[src/rtl/i2c_bit_sequencer_if.sv]
// i2c_bit_sequencer_if: command/response handshake and pad signals between the byte FSM, the bit sequencer and the open-drain pads.
interface i2c_bit_sequencer_if;
    logic       cmd_valid;
    logic       cmd_ready;
    logic [1:0] cmd;
    logic       cmd_wbit;
    logic       rsp_valid;
    logic       rsp_rbit;
    logic       busy;
    logic       scl_in;
    logic       sda_in;
    logic       scl_oe;
    logic       sda_oe;
    modport slave (
        input  cmd_valid, cmd, cmd_wbit, scl_in, sda_in,
        output cmd_ready, rsp_valid, rsp_rbit, busy, scl_oe, sda_oe
    );
    modport master (
        output cmd_valid, cmd, cmd_wbit, scl_in, sda_in,
        input  cmd_ready, rsp_valid, rsp_rbit, busy, scl_oe, sda_oe
    );
endinterface

[src/rtl/i2c_bit_sequencer.sv]
// i2c_bit_sequencer: drives one I2C primitive (START/STOP/WRITE/READ) as four DIVIDE-cycle quarter-bit phases.
// Define I2C_CLK_STRETCH_EN to honour slave clock stretching in phase 1.
module i2c_bit_sequencer #(
    parameter int DIVIDE = 125
) (
    input logic                  clk_in,
    input logic                  rst_n,
    i2c_bit_sequencer_if.slave   bus
);
    localparam int CW = (DIVIDE < 2) ? 1 : $clog2(DIVIDE);
    localparam logic [1:0] C_START = 2'd0;
    localparam logic [1:0] C_STOP  = 2'd1;
    localparam logic [1:0] C_WRITE = 2'd2;

    generate
        if (DIVIDE < 2) begin : g_bad_divide
            $error("DIVIDE must be >= 2");
        end
    endgenerate

    typedef enum logic {IDLE, RUN} state_t;

    state_t          state_q;
    logic [CW-1:0]   cnt_q;
    logic [1:0]      phase_q;
    logic [1:0]      cmd_q;
    logic            wbit_q;
    logic            samp_q;
    logic            ready_q;
    logic            busy_q;
    logic            rsp_valid_q;
    logic            rsp_rbit_q;
    logic            scl_oe_q;
    logic            sda_oe_q;
    logic            scl_d;
    logic            sda_d;
    logic            tc_d;
    logic            hold_d;

`ifdef I2C_CLK_STRETCH_EN
    logic [1:0] sync_q;
    always_ff @(posedge clk_in or negedge rst_n) begin
        if (!rst_n) sync_q <= 2'b11;
        else sync_q <= {sync_q[0], bus.scl_in};
    end
    // Phase 1 timing starts only once the released SCL is actually seen high.
    assign hold_d = (phase_q == 2'd1) && (cnt_q == '0) && !sync_q[1];
`else
    assign hold_d = 1'b0;
`endif

    always_comb begin
        tc_d  = cnt_q == CW'(DIVIDE - 1);
        scl_d = (cmd_q == C_START) ? (phase_q == 2'd3) :
                (cmd_q == C_STOP)  ? (phase_q == 2'd0) :
                                     (phase_q == 2'd0 || phase_q == 2'd3);
        sda_d = (cmd_q == C_START) ? (phase_q != 2'd0) :
                (cmd_q == C_STOP)  ? (phase_q != 2'd3) :
                (cmd_q == C_WRITE) ? ~wbit_q : 1'b0;
    end

    always_ff @(posedge clk_in or negedge rst_n) begin
        if (!rst_n) begin
            state_q     <= IDLE;
            cnt_q       <= '0;
            phase_q     <= 2'd0;
            cmd_q       <= 2'd0;
            wbit_q      <= 1'b0;
            samp_q      <= 1'b0;
            ready_q     <= 1'b1;
            busy_q      <= 1'b0;
            rsp_valid_q <= 1'b0;
            rsp_rbit_q  <= 1'b0;
            scl_oe_q    <= 1'b0;
            sda_oe_q    <= 1'b0;
        end else begin
            rsp_valid_q <= 1'b0;
            if (state_q == IDLE) begin
                if (bus.cmd_valid) begin
                    state_q <= RUN;
                    cmd_q   <= bus.cmd;
                    wbit_q  <= bus.cmd_wbit;
                    cnt_q   <= '0;
                    phase_q <= 2'd0;
                    ready_q <= 1'b0;
                    busy_q  <= 1'b1;
                end
            end else begin
                scl_oe_q <= scl_d;
                sda_oe_q <= sda_d;
                cnt_q    <= hold_d ? cnt_q : tc_d ? '0 : cnt_q + 1'b1;
                phase_q  <= (!hold_d && tc_d) ? phase_q + 2'd1 : phase_q;
                if (phase_q == 2'd2 && tc_d) samp_q <= bus.sda_in;
                if (phase_q == 2'd3 && tc_d) begin
                    state_q     <= IDLE;
                    ready_q     <= 1'b1;
                    busy_q      <= 1'b0;
                    rsp_valid_q <= 1'b1;
                    rsp_rbit_q  <= cmd_q[1] & samp_q;
                end
            end
        end
    end

    assign bus.cmd_ready = ready_q;
    assign bus.busy      = busy_q;
    assign bus.rsp_valid = rsp_valid_q;
    assign bus.rsp_rbit  = rsp_rbit_q;
    assign bus.scl_oe    = scl_oe_q;
    assign bus.sda_oe    = sda_oe_q;
endmodule

[src/flat_wrapper.sv]
// flat-port wrapper written by rule: the top's interface ports become plain ports
module i2c_bit_sequencer_flat 
#(
    parameter int DIVIDE = 125
)
  (clk_in, rst_n, bus_cmd_valid, bus_cmd, bus_cmd_wbit, bus_scl_in, bus_sda_in, bus_cmd_ready, bus_rsp_valid, bus_rsp_rbit, bus_busy, bus_scl_oe, bus_sda_oe);
  i2c_bit_sequencer_if bus_i ();
  input logic clk_in;
  input logic rst_n;
  input wire logic [$bits(bus_i.cmd_valid)-1:0] bus_cmd_valid;
  input wire logic [$bits(bus_i.cmd)-1:0] bus_cmd;
  input wire logic [$bits(bus_i.cmd_wbit)-1:0] bus_cmd_wbit;
  input wire logic [$bits(bus_i.scl_in)-1:0] bus_scl_in;
  input wire logic [$bits(bus_i.sda_in)-1:0] bus_sda_in;
  output wire logic [$bits(bus_i.cmd_ready)-1:0] bus_cmd_ready;
  output wire logic [$bits(bus_i.rsp_valid)-1:0] bus_rsp_valid;
  output wire logic [$bits(bus_i.rsp_rbit)-1:0] bus_rsp_rbit;
  output wire logic [$bits(bus_i.busy)-1:0] bus_busy;
  output wire logic [$bits(bus_i.scl_oe)-1:0] bus_scl_oe;
  output wire logic [$bits(bus_i.sda_oe)-1:0] bus_sda_oe;
  assign bus_i.cmd_valid = bus_cmd_valid;
  assign bus_i.cmd = bus_cmd;
  assign bus_i.cmd_wbit = bus_cmd_wbit;
  assign bus_i.scl_in = bus_scl_in;
  assign bus_i.sda_in = bus_sda_in;
  assign bus_cmd_ready = bus_i.cmd_ready;
  assign bus_rsp_valid = bus_i.rsp_valid;
  assign bus_rsp_rbit = bus_i.rsp_rbit;
  assign bus_busy = bus_i.busy;
  assign bus_scl_oe = bus_i.scl_oe;
  assign bus_sda_oe = bus_i.sda_oe;
  i2c_bit_sequencer #(.DIVIDE(DIVIDE)) u_core (.clk_in(clk_in), .rst_n(rst_n), .bus(bus_i));
endmodule
[config.mk]
export PLATFORM = sky130hd
export DESIGN_NAME = i2c_bit_sequencer_flat
export DESIGN_NICKNAME = d
export VERILOG_FILES = /design/src/rtl/i2c_bit_sequencer_if.sv /design/src/rtl/i2c_bit_sequencer.sv /design/src/flat_wrapper.sv
export SDC_FILE = /design/constraint.sdc
export NUM_CORES = 1
export LEC_CHECK = 0
export BUFFER_PORTS_ARGS = -buffer_cell sky130_fd_sc_hd__buf_2
export CAP_MARGIN = 20
export CORE_MARGIN = 10
export CORE_UTILIZATION = 53
export CTS_BUF_LIST = sky130_fd_sc_hd__clkbuf_8
export DETAILED_ROUTE_END_ITERATION = 12
export GPL_TIMING_DRIVEN = 0
export PLACE_DENSITY = 0.74
export SLEW_MARGIN = 20
export SYNTH_ARGS = -nofsm -noshare
export SYNTH_HDL_FRONTEND = slang
export SYNTH_SLANG_ARGS = --single-unit
[constraint.sdc]
create_clock -name clk_in -period 1.54 [get_ports clk_in]
set_input_delay 0 -clock clk_in [delete_from_list [all_inputs] [get_ports clk_in]]
set_output_delay 0 -clock clk_in [all_outputs]
set_load 0.01 [all_outputs]
## Word level (Yosys, flattened, before mapping)

Index checks and enable logic that the tools add are counted.

- Register bits after elaboration: 20
- Output and inout bits: 6
- Logic and storage cells: 59

- Add/subtract/negate cells: 2
- Equal/unequal tests: 8
- Muxes and demuxes: 22
- Bitwise operators: 3
- Reductions and logical operators: 12

Operators by type and width:

| operator | number |
|---|---|
| 7-bit 2-to-1 mux | 3 |
| 1-bit 2-to-1 mux | 16 |
| 2-bit AND reduction | 5 |
| 7-bit by 1-bit adder with 7-bit output (second input constant) | 1 |
| 7-bit == test (second input constant) | 1 |
| 2-bit == test (second input constant) | 3 |
| 2-bit 2-to-1 mux | 3 |
| 2-bit != test (second input constant) | 3 |
| 2-bit logical NOT | 2 |
| 2-bit nonzero test | 2 |
| 2-bit by 1-bit adder with 2-bit output (second input constant) | 1 |
| 2-bit by 1-bit == test with 1-bit output (second input constant) | 1 |
| 1-bit logical AND | 2 |
| 1-bit inverter | 2 |
| 1-bit bitwise AND | 1 |
| 1-bit logical OR | 1 |

## Longest topological paths before layout

- Depth after elaboration: 4
- Depth in mapped cells: 5
- Gate-level depth less buffers: 5

## Worst setup path after synthesis

Ideal clock, no wire load.

- Path type: register -> register
- Start: register u_core.cnt_q[0]
- End: register u_core.samp_q
- Library setup time: 125 ps
- Arrival: 1,302 ps
- Required time: 1,415 ps
- Path slack: 113 ps
- Cell stages (with the launch flop): 6
- Buffers on the path: 0
- Period minus slack after synthesis: 1,427 ps
- Path through: dfrtp_1 > inv_1 > ha_1 > and4_4 > nand4_2 > mux2_4

- Word-level cells in the longest chain between the ends: 3

RTL lines:

| item | RTL line | source |
|---|---|---|
| start: declaration | i2c_bit_sequencer.sv:24 | `logic [CW-1:0] cnt_q;` |
| start signal: assignment | i2c_bit_sequencer.sv:91 | `cnt_q <= hold_d ? cnt_q : tc_d ? '0 : cnt_q + 1'b1;` |
| 7-bit == test | i2c_bit_sequencer.sv:53 | `tc_d = cnt_q == CW'(DIVIDE - 1);` |
| 1-bit logical AND | i2c_bit_sequencer.sv:93 | `if (phase_q == 2'd2 && tc_d) samp_q <= bus.sda_in;` |
| 2-bit AND reduction (no line) | -- |  |
| end signal: assignment | i2c_bit_sequencer.sv:93 |  |
| end: declaration | i2c_bit_sequencer.sv:28 | `logic samp_q;` |

Every way passes these cells.
A chain may end at the register's enable or synchronous reset.

## Worst setup path after layout

Ends and elaborated chain as after synthesis.

==> results.json <==
{
  "first_iter_violations": 30,
  "final_antenna_net_count": 0,
  "vdd_drop_max_v": 0.00103,
  "rsz0062_at_grt": "false",
  "pre_cts_slack_ns": 0.00689,
  "clock_tree.root_cell": "clkbuf_8",
  "num-nets-final": 136,
  "drive_gt1_share_pct": 23.8,
  "clk_path_buf_depth": 2,
  "ys_dominant_reg_cell": "dfrtp_1",
  "rows": 15,
  "cp.required_ns": 1.68,
  "sw_frac_of_total_pct": 33.5,
  "initial_utilization_pct": 57.8,
  "seqCellArea_sq_um": 503,
  "dp_hpwl_um": 1510,
  "die-area_sq_mm": 0.00414,
  "clkTransAtPathRegs_ns": 0.08,
  "avgSynthCellArea_sq_um": 10.6,
  "drv_cap": 0,
  "h-tree-depth": 1,
  "numPortBuffers": 12,
  "post_drt_via_cell_ratio": 5.61,
  "largest_reg_flops": 7,
  "clkPwrFrac_pct": 26.0,
  "yosysSeqAreaShare_pct": 48.1,
  "slowest_delay_ns": 0.43,
  "critPathMaxFanout": 4,
  "routedWlPerCell_um": 15.2,
  "finalPower_mw": 2.01,
  "reg_top3": "u_core.cnt_q: 7 flops, u_core.cmd_q: 2 flops, u_core.phase_q: 2 flops",
  "overflow": 0,
  "cp-end-kind": "register",
  "fin_area_sq_mm": 0.00129,
  "timing.hold.ws_ns": 0.218,
  "hold_path_class": "input port to asynchronous set/reset pin",
  "regMostFlops": "u_core.cnt_q",
  "setup_viol": 0,
  "critPathKind": "register to register",
  "worstMarginPinSlew_ns": 0.442,
  "grt_pass1_wl_um": 3790,
  "grt_pass1_vias": 821,
  "fin_crit_sh_pct": 95.9,
  "fp.dieH_um": 64.3,
  "antenna_found_initial": 0,
  "power_frac_seq_pct": 42.3,
  "syn-instance-count": 98,
  "setup_ws_ns": 0.0632,
  "cts_tree": "yes",
  "clk_latency_ns": 0.25,
  "fmax_mhz": 677,
  "outcome": "finished clean",
  "combPwrFrac_pct": 31.7,
  "grt_max_degree": 21,
  "power.switching_uw": 673,
  "cts-buffers-inserted": 3,
  "cts.sinks": 20,
  "hold_viol": 0,
  "area_delta_synth_final_pct": 24.1,
  "max_slew_margin_pct": 70.5,
  "p_leak_nw": 0.632,
  "power.internal_mw": 1.33,
  "placed_area_sq_mm": 0.00113,
  "coreArea_sq_mm": 0.00180,
  "drt_first_pass_iters": 4,
  "synthArstFlopShare_pct": 100,
  "critical_path_arrival_ns": 1.62,
  "crit_chain": "inv_1, ha_4, and4_4, nand4_2, mux2_4",
  "pwr_density_cell_mw_per_mm2": 1550,
  "yosys.cell_types.count": 36,
  "gp_congestion": 0.821,
  "drc": 0,
  "yosysWarnings": 0,
  "min_period_ns": 1.48,
  "ios": 14,
  "fp.dieW_um": 64.3,
  "ys_ff_latch": 20,
  "multiInputGateArea_sq_um": 510,
  "synth_edf_count": 0,
  "fin_worst_skew_ns": 0.00175,
  "routed_wl_um": 2230,
  "synth_fp_nets": 111,
  "n_fill_cell": 141,
  "fin_tns_setup_ns": 0,
  "startpoint_type": "register",
  "grt_usage_pct": 11.2,
  "diodes": 0,
  "syn_area_sq_mm": 0.00104,
  "vias": 824,
  "drv_slew": 0,
  "cp_slowest_cell": "dfrtp_2"
}
## Yosys cell counts (2+ instances only)
cell | instances | area share, %
a21oi_1 | 3 | 1.4
dfrtp_1 | 19 | 46
ha_1 | 5 | 6.0
inv_1 | 7 | 2.5
mux2_1 | 3 | 3.2
mux2i_1 | 4 | 3.8
nand2_1 | 14 | 5.0
nand2b_1 | 2 | 1.2
nand4_1 | 2 | 1.2
nand4_2 | 2 | 2.4
nor2_1 | 6 | 2.2
o211ai_1 | 3 | 2.2
o21ai_0 | 2 | 0.96
o21ai_1 | 2 | 0.96
o31ai_1 | 3 | 2.2
## kinds of logic (layout without fill, tap and decap cells)
family / after synthesis / count (layout) / synth area share (%)
adder cells (fa/ha/maj): 5 / 5 / 6.00
buffers and inverters: 9 / 33 / 4.08
AND/OR/NAND/NOR: 35 / 35 / 19.3
flip-flops: 20 / 20 / 48.1
multiplexers: 8 / 8 / 8.52
AO/OA/AOI/OAI: 21 / 21 / 13.9
## power groups by stage
| stage | clock [mW] | combinational, mW | sequential (mW) |
|---|---|---|---|
| 5_1_grt | 0.556 | 0.721 | 0.874 |
| 3_3_place_gp | 0 | 0.524 | 0.848 |
| 4_1_cts | 0.535 | 0.568 | 0.853 |
| 3_5_place_dp | 0 | 0.536 | 0.862 |
| 6_report | 0.522 | 0.637 | 0.849 |
| 2_1_floorplan | 0 | 0.402 | 0.836 |
## repair_timing
action / CTS / global route
pin swaps: 0 / 1
endpoints found under the setup margin: 1 / 7
resized for setup: 1 / 2
hold endpoints to repair: 24 / 0
hold buffers: 6 / 0
setup buffers: 0 / 2
## layer usage
layer | vias to the layer above | GRT usage [%] | wire [um]
li1 | 403 | - | -
met4 | 0 | 4.55 | 29
met2 | 12 | 18.2 | 1090
met3 | 4 | 3.48 | 100
met1 | 405 | 13.4 | 1020
met5 | - | 0 | 0
## placed cells by master, fill, tap and decap left out, drive strengths merged, types with 2 or more instances in the layout
| cell type | netlist | layout |
|---|---|---|
| ha | 5 | 5 |
| buf | 2 | 16 |
| o211ai | 3 | 3 |
| nand2b | 2 | 2 |
| inv | 7 | 7 |
| nand2 | 14 | 14 |
| o31ai | 3 | 3 |
| a21oi | 3 | 3 |
| dfrtp | 19 | 19 |
| mux2 | 4 | 4 |
| o21ai | 4 | 4 |
| clkbuf | 0 | 3 |
| dlygate4sd3 | 0 | 6 |
| nand4 | 4 | 4 |
| mux2i | 4 | 4 |
| nor2 | 6 | 6 |
## cell type report
class | instances | share of cell area [%]
multi-input combinational | 69 | 39.5
clock inverter | 1 | 2.32
tap | 25 | 2.42
sequential | 20 | 38.9
timing repair buffer | 20 | 10.4
clock buffer | 3 | 3.19
inverter | 7 | 2.03
buffer | 2 | 1.26
## stage by stage
stage	cells	util, %
floorplan	98	-
global placement	135	62.9
detailed placement	135	62.9
CTS	145	70.3
global route	147	71.8
finish	147	71.8
## worst paths after layout
path / startpoint / end / slack, ns / cells past startpoint
setup / recovery: u_core.cnt_q[0]$_DFFE_PN0P_ / u_core.samp_q$_DFFE_PN0P_ / 0.06 / 5
hold / removal: rst_n / u_core.cnt_q[3]$_DFFE_PN0P_ / 0.22 / 2
setup reg to reg: u_core.cnt_q[0]$_DFFE_PN0P_ / u_core.samp_q$_DFFE_PN0P_ / 0.06 / 5
hold reg to reg: u_core.bus.cmd_ready$_DFFE_PN1P_ / u_core.bus.cmd_ready$_DFFE_PN1P_ / 0.48 / 2
max in group asynchronous: rst_n / u_core.bus.cmd_ready$_DFFE_PN1P_ / 0.99 / 2
min in group clk_in: u_core.bus.cmd_ready$_DFFE_PN1P_ / u_core.bus.cmd_ready$_DFFE_PN1P_ / 0.48 / 2
## worst max-delay path: cells and delay by family (launching register included)
kind                       cells  cell delay (ns)
adders and majority gates      1             0.16
buffers and inverters          1             0.10
muxes                          1             0.31
and+or+nand+nor                2             0.36
DFF                            1             0.43
No activity file was read; power rests on OpenSTA's default activity.
